**config.mk**
```make
export PLATFORM = sky130hd
export DESIGN_NAME = dac_spi_driver
export DESIGN_NICKNAME = d
export VERILOG_FILES = /design/src/rtl/dds_dac_pkg.sv /design/src/rtl/dac_bit_timer.sv /design/src/rtl/dac_spi_driver.sv
export SDC_FILE = /design/constraint.sdc
export NUM_CORES = 1
export LEC_CHECK = 0
export CAP_MARGIN = 20
export CORE_AREA = 4 4 79 81
export CTS_CLUSTER_SIZE = 28
export DETAILED_ROUTE_END_ITERATION = 8
export DIE_AREA = 0 0 83 85
export DONT_BUFFER_PORTS = 1
export GPL_TIMING_DRIVEN = 1
export PLACE_DENSITY = 0.52
export RECOVER_POWER = 100
export SLEW_MARGIN = 15
export SYNTH_ARGS = -nofsm -noshare
export SYNTH_HDL_FRONTEND = slang
export SYNTH_SLANG_ARGS = --single-unit
```
**constraint.sdc**
```tcl
create_clock -name clk -period 1.5 [get_ports clk]
set_input_delay 0.225 -clock clk [delete_from_list [all_inputs] [get_ports clk]]
set_output_delay 0.225 -clock clk [all_outputs]
set_load 0.1 [all_outputs]
```
**src/rtl/dds_dac_pkg.sv**
```systemverilog
// rtl/dds_dac_pkg.sv - shared state encoding, frame geometry and frame builder for the DAC SPI driver
package dds_dac_pkg;

  typedef enum logic [1:0] {
    IDLE  = 2'd0,
    SHIFT = 2'd1,
    GAP   = 2'd2
  } stateT;

  localparam int FRAME_BITS = 24;
  localparam int DATA_BITS  = 16;
  localparam int CMD_BITS   = 8;

  // Two's complement samples become offset binary by flipping the sign bit.
  function automatic logic [FRAME_BITS-1:0] buildFrame(
    input logic [CMD_BITS-1:0]  cmd,
    input logic [DATA_BITS-1:0] sample,
    input logic                 twosComp
  );
    return {cmd, twosComp ? {~sample[DATA_BITS-1], sample[DATA_BITS-2:0]} : sample};
  endfunction

endpackage

```
**src/rtl/dac_bit_timer.sv**
```systemverilog
// rtl/dac_bit_timer.sv - SCLK half-period counter issuing fall/rise strobes while a frame shifts
module dac_bit_timer #(
  parameter int CLK_DIV = 2
) (
  input  logic clk,
  input  logic reset,
  input  logic run,
  output logic fallStb,
  output logic riseStb
);

  localparam int CNT_W = $clog2(CLK_DIV + 1);

  logic [CNT_W-1:0] halfCnt;
  logic             lowPhase;
  logic             halfEnd;

  assign halfEnd = run && (halfCnt == CNT_W'(CLK_DIV - 1));
  assign fallStb = halfEnd && !lowPhase;
  assign riseStb = halfEnd && lowPhase;

  // Held clear outside SHIFT so every frame starts at the top of a high phase.
  always_ff @(posedge clk or posedge reset) begin
    if (reset) begin
      halfCnt  <= '0;
      lowPhase <= 1'b0;
    end else if (!run) begin
      halfCnt  <= '0;
      lowPhase <= 1'b0;
    end else if (halfEnd) begin
      halfCnt  <= '0;
      lowPhase <= ~lowPhase;
    end else begin
      halfCnt <= halfCnt + CNT_W'(1);
    end
  end

endmodule

```
**src/rtl/dac_spi_driver.sv**
```systemverilog
// rtl/dac_spi_driver.sv - serialises one held DDS sample per 24-bit SPI frame for a 16-bit DAC
module dac_spi_driver
  import dds_dac_pkg::*;
#(
  parameter int                  CLK_DIV    = 2,
  parameter int                  GAP_CYCLES = 4,
  parameter logic [CMD_BITS-1:0] CMD_BYTE   = 8'h00,
  parameter bit                  TWOS_COMP  = 1'b0
) (
  input  logic                 clk,
  input  logic                 reset,
  input  logic                 enable,
  input  logic [DATA_BITS-1:0] sample_in,
  output logic                 sclk,
  output logic                 sync_n,
  output logic                 din,
  output logic                 busy,
  output logic                 frame_done
);

  localparam int GAP_W = $clog2(GAP_CYCLES + 1);

  stateT                 state;
  logic [FRAME_BITS-1:0] shiftReg;
  logic [FRAME_BITS-1:0] frameWord;
  logic [4:0]            bitCnt;
  logic [GAP_W-1:0]      gapCnt;
  logic                  fallStb;
  logic                  riseStb;

  assign frameWord = buildFrame(CMD_BYTE, sample_in, TWOS_COMP);

  dac_bit_timer #(
    .CLK_DIV(CLK_DIV)
  ) bitTimer (
    .clk    (clk),
    .reset  (reset),
    .run    (state == SHIFT),
    .fallStb(fallStb),
    .riseStb(riseStb)
  );

  always_ff @(posedge clk or posedge reset) begin
    if (reset) begin
      state      <= IDLE;
      shiftReg   <= '0;
      bitCnt     <= '0;
      gapCnt     <= '0;
      sclk       <= 1'b1;
      sync_n     <= 1'b1;
      din        <= 1'b0;
      busy       <= 1'b0;
      frame_done <= 1'b0;
    end else begin
      frame_done <= 1'b0;
      unique case (state)
        IDLE: begin
          if (enable) begin
            shiftReg <= frameWord;
            din      <= frameWord[FRAME_BITS-1];
            bitCnt   <= '0;
            sync_n   <= 1'b0;
            sclk     <= 1'b1;
            busy     <= 1'b1;
            state    <= SHIFT;
          end
        end
        SHIFT: begin
          if (fallStb) begin
            sclk <= 1'b0;
          end else if (riseStb) begin
            // din only moves together with the rising edge, keeping it stable across the DAC's falling-edge capture.
            sclk <= 1'b1;
            if (bitCnt == 5'(FRAME_BITS - 1)) begin
              sync_n     <= 1'b1;
              din        <= 1'b0;
              frame_done <= 1'b1;
              gapCnt     <= '0;
              state      <= GAP;
            end else begin
              bitCnt   <= bitCnt + 5'd1;
              shiftReg <= {shiftReg[FRAME_BITS-2:0], 1'b0};
              din      <= shiftReg[FRAME_BITS-2];
            end
          end
        end
        GAP: begin
          if (gapCnt == GAP_W'(GAP_CYCLES - 1)) begin
            busy  <= 1'b0;
            state <= IDLE;
          end else begin
            gapCnt <= gapCnt + GAP_W'(1);
          end
        end
        default: state <= IDLE;
      endcase
    end
  end

  assert property (@(posedge clk) disable iff (reset) !sync_n |-> state == SHIFT);

endmodule
```
== Word level (Yosys, flattened, before mapping) ==
Index checks and enable logic that the tools add are counted.
Storage, ports and cells
  logic and storage cells: 88
  input bits: 19
  bits in registers: 41
  output and inout bits: 5
Cells by class
  reduce and logical (&&, ||, !) cells: 15
  bitwise logic cells: 1
  multiplexer cells: 44
  $add $sub $neg: 3
  equality and inequality tests: 14
Operators with widths (count)
  two-way mux 23 bit: 4
  one-hot mux 23 bit (2 select lines): 1
  two-way mux 5 bit: 4
  AND reduction 5 bit: 4
  two-way mux 1 bit: 17
  != test 2 bit, second input constant: 8
  two-way mux 2 bit: 7
  two-way mux 3 bit: 4
  one-hot mux 5 bit (2 select lines): 1
  one-hot mux 1 bit (2 select lines): 4
  one-hot mux 2 bit (3 select lines): 1
  one-hot mux 3 bit (2 select lines): 1
  AND reduction 3 bit: 2
  nonzero test 2 bit: 3
  adder 5 x 1 -> 5 bit, second input constant: 1
  == test 5 bit, second input constant: 1
  == test 2 x 1 -> 1 bit, second input constant: 2
  AND reduction 4 bit: 1
  adder 3 x 1 -> 3 bit, second input constant: 1
  == test 3 x 2 -> 1 bit, second input constant: 1
  logical AND 1 bit: 3
  != test 3 bit, second input constant: 1
  adder 2 x 1 -> 2 bit, second input constant: 1
  == test 2 bit, second input constant: 1
  other kinds (3): 3

== Logic depth before layout (Yosys ltp) ==
Gate-level depths: netlist (run 1).
  depth in word-level cells: 6
  mapped depth: 6
  mapped depth without buffers: 5

== Cells and area by module ==
From an unflattened synthesis (run 1), not the netlist that was laid out.
Unflattened totals
  cell total of the unflattened synthesis: 171
  area, all modules: 2099.5 um2
Modules (own cells, without submodules)
  dac_spi_driver: area each 1970.6 um2, cells each 159, sequential area each 953.4 um2, times used 1
  dac_bit_timer: area each 128.9 um2, cells each 12, sequential area each 75.1 um2, times used 1

== Worst setup path before layout (run 1) ==
Ideal clock, no wire load.
  kind: register to register
  from: register bitCnt[0]
  to: register shiftReg[1]
  path slack: -0.132 ns
  cell stages (with the launch flop): 6
  data arrival time: 1.565 ns
  path buffers: 1
  library setup time: 0.067 ns
  period minus slack after synthesis: 1.632 ns
  required time: 1.433 ns
  cell sequence: dfrtp_1 -> ha_1 -> and4b_1 -> o31ai_4 -> buf_6 -> o221a_1
On the way
  cells in the longest elaborated chain, start to end: 3
RTL lines
  from (decl): RTL line dac_spi_driver.sv:26  | logic [4:0] bitCnt;
  from (signal assigned): RTL line dac_spi_driver.sv:81  | bitCnt <= bitCnt + 5'd1;
  == test 5 bit: RTL line dac_spi_driver.sv:74  | if (bitCnt == 5'(FRAME_BITS - 1)) begin
  != test 2 bit (no line)
  AND reduction 5 bit (no line)
  to (signal assigned): RTL line dac_spi_driver.sv:59  | shiftReg <= frameWord;
  to (signal assigned): RTL line dac_spi_driver.sv:82  | shiftReg <= {shiftReg[FRAME_BITS-2:0], 1'b0};
  to (decl): RTL line dac_spi_driver.sv:24  | logic [FRAME_BITS-1:0] shiftReg;
No other way between the ends.
A chain may end at the register's enable or synchronous reset.

== Final worst setup path (run 1) ==
  from: register bitCnt[0]
  to: register shiftReg[15]
Same word-level chain as after synthesis.

==> results of run 1 <==
## flip-flops by register name, summed over array words and instances (netlist names), 2 cells and up
register	count
bitTimer.halfCnt	2
bitCnt	5
state	2
gapCnt	3
shiftReg	23
## routing by layer
metal	share of wire, %	vias to the layer above
met4	1.7	0
met1	45	753
li1	-	722
met2	50	29
met5	0	-
met3	3.6	8
## cell usage in the layout, fill, tap and decap left out, drive strengths merged, types with 3 or more instances in the layout
| master | Yosys | routed |
|---|---|---|
| o21ai | 15 | 15 |
| nand2b | 17 | 17 |
| nand3 | 6 | 6 |
| nand4 | 9 | 9 |
| clkbuf | 4 | 14 |
| nor2b | 5 | 5 |
| dfrtp | 39 | 39 |
| buf | 7 | 30 |
| o221a | 15 | 15 |
| nor2 | 5 | 5 |
| ha | 3 | 3 |
| a21oi | 5 | 5 |
| nand2 | 13 | 13 |
| nor3 | 4 | 4 |
| inv | 4 | 4 |
## kinds of logic after synthesis
kind of cell	after synthesis	share of synthesized area [%]
flip-flops	41	52.1
multiplexers	2	1.01
XOR/XNOR	1	0.444
AND/OR/NAND/NOR	70	21.3
buffers and inverters	15	4.18
adder cells (fa/ha/maj)	3	1.90
AO/OA/AOI/OAI	44	19.1
## worst register-to-register path, cell delays in order (launching register included)
cell     delay (ns)
dfrtp_1        0.41
ha_4           0.18
and4b_2        0.25
o31ai_4        0.18
buf_6          0.15
buf_12         0.11
o221a_1        0.18
## through the flow
stage	hold WS, ns	instances	setup slack, ns	util (%)	cell area [um2]
after floorplan	0.361	176	-0.0634	-	1980
after global placement	0.269	270	-0.0260	41.8	2290
after detailed placement	0.279	270	-0.0426	41.8	2290
after CTS	0.0667	284	-0.0302	46.3	2540
after global routing	0.107	285	-0.0921	46.5	2550
final	0.0776	285	-0.0349	46.5	2550
## area by class of cell
type                    count  area, um2
inverters                   4       15.0
clock inverters             3       65.1
clock buffers               5       68.8
flip-flops and latches     41       1030
repair buffers             40        345
multi-input cells         120        935
fillers                   522       2930
well taps                  72       90.1
## report_power, final
part	switching, uW	internal, uW
Combinational	21.0	9.77
Sequential	0	1100
Clock	388	661
Total	409	1780
## cell usage after synthesis, types with 2 or more instances
cell / number
nand4_1: 9
nand3_1: 5
nor2b_1: 5
clkbuf_1: 4
a21oi_1: 5
dfstp_2: 2
ha_1: 3
o211ai_1: 2
dfrtp_1: 39
or3b_1: 2
buf_6: 3
buf_2: 3
and4b_1: 2
o21ai_0: 4
o21ai_1: 11
nor2_1: 5
mux2i_1: 2
inv_1: 4
nand2b_1: 17
nand2_1: 13
nor3_1: 3
o221a_1: 15
## timing repair
action	in CTS	in global routing
resized for setup	13	5
pin swaps	9	7
hold buffers	1	0
cloned	2	0
buffers inserted	3	1
hold endpoints to repair	39	0
endpoints found under the setup margin	28	30
## final timing paths
kind	slack (ns)	endpoint
max reg2reg	-0.03	shiftReg[15]$_DFFE_PP0P_
max in group asynchronous	0.21	shiftReg[22]$_DFFE_PP0P_
max	-0.03	shiftReg[15]$_DFFE_PP0P_
min reg2reg	0.49	sync_n$_DFFE_PP1P_
min in group asynchronous	0.68	shiftReg[9]$_DFFE_PP0P_
min	0.08	shiftReg[0]$_DFFE_PP0P_
==> metrics.csv, run 1 <==
stage;metric;value;unit
run_status;outcome;finished, violations left;
run_status;failing checks;negative setup slack;
global_routing;largest net degree at the start of global routing;42;
worst_setup_path;stages on the worst setup path;6;
clock_network;CTS Sinks;41;
clock_network;clk_lat worst skew;0.29;ns
final_layout;fin nets;234;
hold_path;hold depth;2;
timing;slew margin rel.;34.3;%
timing;setup tns final;-0.353;ns
detailed_routing;detailed-route DRC error count;0;
yosys;synthesized instance count;176;
worst_setup_path;CP max stage cell;dfrtp_1;
global_routing;first-pass GRT wire length;7840;um
yosys;Mean Syn Cell Area;11.2;um2
die;CORE AREA;0.00547;mm2
placed_design;Post-DP HPWL;3110;um
yosys;Area contributors post-synth;dfrtp_1, o221a_1, nand2b_1;
worst_setup_path;worst r2r path cells;6;
yosys;Ys Warns;0;
yosys;top cell type by total area after synthesis;dfrtp_1;
power_and_ir_drop;Leakage;0.00108;uW
global_routing;met2 Usage GRT;22.4;%
placed_design;GPL Wtd Cong;0.803;
worst_setup_path;WP data required;1.73;ns
die;Rows;27;
yosys;Main synth FF type;dfrtp_1;
global_routing;grt met3 use;3.98;%
detailed_routing;Antenna Nets Post-Route;0;
clock_network;clock transition at the registers of the reported paths;0.08;ns
timing;PnR worst setup slack;-0.0349;ns
yosys;Yosys top cell area share;49.4;%
timing;Final Hold Viols;0;
timing;max-slew violations;0;
detailed_routing;Detailed Routing Iterations Pass 1;4;
power_and_ir_drop;Cell Pwr Density;858;mW/mm2
global_routing;grt peak-use layer;met2;
detailed_routing;WL per Instance;15.8;um
global_routing;met1 global-route usage;17.2;%
clock_network;CTS Buf Count;5;
yosys;mapped cell area;0.00197;mm2
worst_setup_path;max incr delay on CP;0.41;ns
global_routing;grt total ovfl;0;
yosys;Post-Syn Nets;198;
global_routing;initial antenna violation count;0;
detailed_routing;initial drt markers;81;
yosys;Synth Register Bits;41;
worst_setup_path;Crit Path Category;flop to flop;
timing;RSZ-0062 raised after global routing;true;
global_routing;Global Route Usage Sum;13.6;%
worst_setup_path;Arr. time, crit path;1.76;ns
worst_setup_path;Top delay family on crit path;flip-flops;
power_and_ir_drop;Max rail drop VDD;0.518;mV
worst_setup_path;CP Cell Sequence;ha_4 > and4b_2 > o31ai_4 > buf_6 > buf_12 > o221a_1;
worst_setup_path;Crit path buffers/inverters;2;
clock_network;H-tree depth;2;
yosys;Unique masters post-synth;40;
detailed_routing;Vias;1512;
yosys;Post-synth EDFFs;0;
die;Die ar.;0.00706;mm2
placed_design;Port-buffer cells;0;
detailed_routing;Via density;5.31;
global_routing;vias in the first global route;1600;
power_and_ir_drop;total power;2180;uW
hold_path;hold_sp;sample_in[0];
final_layout;Area Growth Syn to Fin;29.0;%
worst_setup_path;Setup crit start kind;flop;
timing;fmax;651;MHz
yosys;Seq/Total Area, Yosys;52.1;%
die;Die X;83;um
clock_network;Clock Tree Buf Depth;2;
worst_setup_path;CP max FO;8;
clock_network;clk root buf;clkbuf_8;
final_layout;# diodes;0;
die;Die H;85;um
clock_network;CTS tree;done;
detailed_routing;total wire length;4490;um
run;Max-Cap Viols;0;
die;Initial Util;36.1;%
timing;Final setup viols;15;
yosys;Post-synth ARST share;100;%
worst_setup_path;Crit. End Element;flop;
worst_setup_path;Critical Path Source;bitCnt[0]$_DFFE_PP0P_;
worst_setup_path;r2r startpoint;bitCnt[0]$_DFFE_PP0P_;
timing;min cycle time layout;1.53;ns
hold_path;Hold WC Path Type;input pin to flop;
final_layout;ratio of cells with drive above 1 in the final layout;29.6;%
die;I/O pin count;24;
timing;Final Skew;0.00460;ns
timing;worst slew pin tran;0.986;ns
timing;period utilisation layout;102;%
Note: power is estimated with default switching activity, not from simulation.
==> run 2, diff against run 1 <==
--- a/config.mk
+++ b/config.mk
@@ -10,11 +10,11 @@
 export CTS_CLUSTER_SIZE = 28
 export DETAILED_ROUTE_END_ITERATION = 8
 export DIE_AREA = 0 0 83 85
-export DONT_BUFFER_PORTS = 1
 export GPL_TIMING_DRIVEN = 1
-export PLACE_DENSITY = 0.52
+export PLACE_DENSITY = 0.58
 export RECOVER_POWER = 100
 export SLEW_MARGIN = 15
 export SYNTH_ARGS = -nofsm -noshare
 export SYNTH_HDL_FRONTEND = slang
 export SYNTH_SLANG_ARGS = --single-unit
+export TNS_END_PERCENT = 5
==> run 2 against run 1 <==
Net effect: the run now ends clean; total power increased by 3.1%; sequential share of layout area decreased by 1.6 points; die area unchanged; clock skew increased by 0.0047 ns; clock-buffer cell count unchanged; critical path depth decreased by 1; via count increased by 4.8%; worst setup slack improved by 0.071 ns; clock power about the same; largest power group unchanged.
==> metrics.csv, run 2 (same netlist as run 1, synthesis figures left out) <==
stage;metric;value;unit;change
worst_setup_path;Crit path buffers/inverters;1;;was 2
clock_network;CTS tree;done;;unchanged
power_and_ir_drop;Leakage;0.00113;uW;was 0.00108 uW
timing;Final Hold Viols;0;;unchanged
run;Max-Cap Viols;0;;unchanged
timing;worst slew pin tran;1.02;ns;was 0.986 ns
final_layout;Register Area;0.00103;mm2;unchanged
hold_path;hold depth;3;;was 2
die;Die ar.;0.00706;mm2;unchanged
placed_design;GPL Wtd Cong;0.790;;was 0.803
run_status;outcome;completed;;was finished, violations left
detailed_routing;Antenna Nets Post-Route;0;;unchanged
worst_setup_path;worst r2r path cells;5;;was 6
global_routing;largest net degree at the start of global routing;42;;unchanged
worst_setup_path;stages on the worst setup path;5;;was 6
clock_network;CTS Sinks;41;;unchanged
die;I/O pin count;24;;unchanged
final_layout;Area Growth Syn to Fin;34.2;%;was 29.0%
global_routing;vias in the first global route;1677;;was 1600
worst_setup_path;CP max stage cell;dfrtp_1;;unchanged
final_layout;layout filler cell count;520;;was 522
timing;setup tns final;0;ns;was -0.353 ns
timing;Final setup viols;0;;was 15
detailed_routing;detailed-route DRC error count;0;;unchanged
final_layout;fin nets;249;;was 234
power_and_ir_drop;Max rail drop VDD;0.341;mV;was 0.518 mV
timing;Final Skew;0.00932;ns;was 0.00460 ns
worst_setup_path;CP Cell Sequence;ha_4 > and4b_2 > o31ai_4 > buf_6 > o221a_1;;was ha_4 > and4b_2 > o31ai_4 > buf_6 > buf_12 > o221a_1
global_routing;Global Route Usage Sum;14.1;%;was 13.6%
worst_setup_path;WP data required;1.74;ns;was 1.73 ns
worst_setup_path;max incr delay on CP;0.41;ns;about the same
worst_setup_path;Top delay family on crit path;flip-flops;;unchanged
global_routing;grt total ovfl;0;;unchanged
final_layout;ratio of cells with drive above 1 in the final layout;27.2;%;was 29.6%
timing;slew margin rel.;32.1;%;was 34.3%
clock_network;clk root buf;clkbuf_8;;unchanged
power_and_ir_drop;Cell Pwr Density;850;mW/mm2;was 858 mW/mm2
timing;fmax;683;MHz;was 651 MHz
die;Die X;83;um;unchanged
clock_network;clock transition at the registers of the reported paths;0.09;ns;was 0.08 ns
global_routing;initial antenna violation count;0;;unchanged
detailed_routing;DR WL met2;2300;um;was 2220 um
die;Rows;27;;unchanged
worst_setup_path;Crit Path Category;flop to flop;;unchanged
clock_network;Clock Tree Buf Depth;2;;unchanged
worst_setup_path;Arr. time, crit path;1.70;ns;was 1.76 ns
detailed_routing;M1 wire length;2210;um;was 2030 um
timing;max-slew violations;0;;unchanged
worst_setup_path;CP max FO;10;;was 8
final_layout;# diodes;0;;unchanged
timing;period utilisation layout;97.6;%;was 102%
placed_design;Post-DP HPWL;3250;um;was 3110 um
placed_design;placed inst area;0.00254;mm2;was 0.00229 mm2
final_layout;Top reg by flops;shiftReg;;unchanged
detailed_routing;WL met3;132;um;was 161 um
global_routing;first-pass GRT wire length;8130;um;was 7840 um
final_layout;Design Area, Final;0.00265;mm2;was 0.00255 mm2
detailed_routing;WL per Instance;15.6;um;was 15.8 um
detailed_routing;highest metal used;met4;;unchanged
die;Initial Util;36.1;%;unchanged
timing;min cycle time layout;1.46;ns;was 1.53 ns
worst_setup_path;Setup crit start kind;flop;;unchanged
clock_network;clk_lat worst skew;0.29;ns;about the same
clock_network;post-cts hold buffer count;0;;was 1
hold_path;Hold WC Path Type;input pin to flop;;unchanged
detailed_routing;initial drt markers;81;;unchanged
final_layout;multi-input logic area;898;um2;was 935 um2
die;Die H;85;um;unchanged
detailed_routing;Via density;5.28;;was 5.31
clock_network;CTS Buf Count;5;;unchanged
clock_network;H-tree depth;2;;unchanged
detailed_routing;total wire length;4680;um;was 4490 um
detailed_routing;Vias;1585;;was 1512
detailed_routing;Detailed Routing Iterations Pass 1;4;;unchanged
final_layout;Top Registers;shiftReg (23), bitCnt (5), gapCnt (3);;unchanged
worst_setup_path;Crit. End Element;flop;;unchanged
final_layout;max reg flops;23;;unchanged
final_layout;commonest non-fill, non-tap cells in the layout;dfrtp_1, buf_4, clkdlybuf4s50_1, nand2b_1, o221a_1;;was dfrtp_1, buf_4, nand2b_1, o221a_1, nand2_1
timing;RSZ-0062 raised after global routing;true;;unchanged
die;CORE AREA;0.00547;mm2;unchanged
placed_design;Port-buffer cells;23;;was 0
final_layout;commonest non-fill, non-tap cell in the layout;dfrtp_1;;unchanged
[run 2: cell types whose count changed in the layout (fill, tap and decap cells not counted), moves of 2 or more]
cell             change
buf_4                +5
clkbuf_1             -3
clkbuf_2             -2
clkdlybuf4s50_1     +18
ha_2                 +2
[run 2: routing by layer]
metal  up-vias  GRT usage, %
li1        755             -
met1       797          17.3
met2        31          24.6
met3         2          3.20
met4         0          4.01
met5         -             0
[run 2: worst paths after layout]
path | end | slack, ns | from
worst max-delay path | shiftReg[8]$_DFFE_PP0P_ | 0.04 | bitCnt[0]$_DFFE_PP0P_
worst min-delay path | shiftReg[0]$_DFFE_PP0P_ | 0.49 | sample_in[0]
worst max register to register | shiftReg[8]$_DFFE_PP0P_ | 0.04 | bitCnt[0]$_DFFE_PP0P_
worst min register to register | bitTimer.halfCnt[0]$_DFF_PP0_ | 0.50 | bitTimer.halfCnt[0]$_DFF_PP0_
max in group asynchronous | shiftReg[21]$_DFFE_PP0P_ | 0.32 | reset
min in group asynchronous | shiftReg[11]$_DFFE_PP0P_ | 0.55 | reset
[run 2: stage by stage]
stage | power (uW) | hold WS [ns] | std cells | setup WS [ns] | util [%]
2_1_floorplan | 1150 | 0.361 | 176 | -0.0634 | -
3_3_place_gp | 1210 | 0.476 | 290 | -0.258 | 46.5
3_5_place_dp | 1210 | 0.494 | 290 | -0.327 | 46.5
4_1_cts | 2290 | 0.290 | 300 | 0.0169 | 49.6
5_1_grt | 2340 | 0.518 | 300 | -0.0490 | 48.4
6_report | 2250 | 0.491 | 300 | 0.0359 | 48.4
[run 2: where the power goes]
| group | internal (uW) | leakage, uW | switching [uW] |
|---|---|---|---|
| clock | 670 | 0.0000687 | 399 |
| combinational | 49.8 | 0.000524 | 29.4 |
| sequential | 1100 | 0.000536 | 0 |
| total | 1820 | 0.00113 | 428 |
[run 2: repair_timing]
item,CTS,global route
setup endpoints to repair,30,28
gates resized for setup,4,7
pin swaps,3,5
endpoints found under the hold margin,0,0
setup buffers,2,0
[run 2: layout make-up]
| class | instances | share of cell area (%) |
|---|---|---|
| repair buffers | 55 | 18.1 |
| clock inverters | 3 | 2.60 |
| well taps | 72 | 3.40 |
| clock buffers | 5 | 2.60 |
| flip-flops and latches | 41 | 38.8 |
| multi-input cells | 120 | 33.9 |
| inverters | 4 | 0.567 |
[run 2: worst register-to-register path, stage by stage (launching register included)]
cell     delay (ns)
dfrtp_1        0.41
ha_4           0.18
and4b_2        0.23
o31ai_4        0.22
buf_6          0.18
o221a_1        0.19
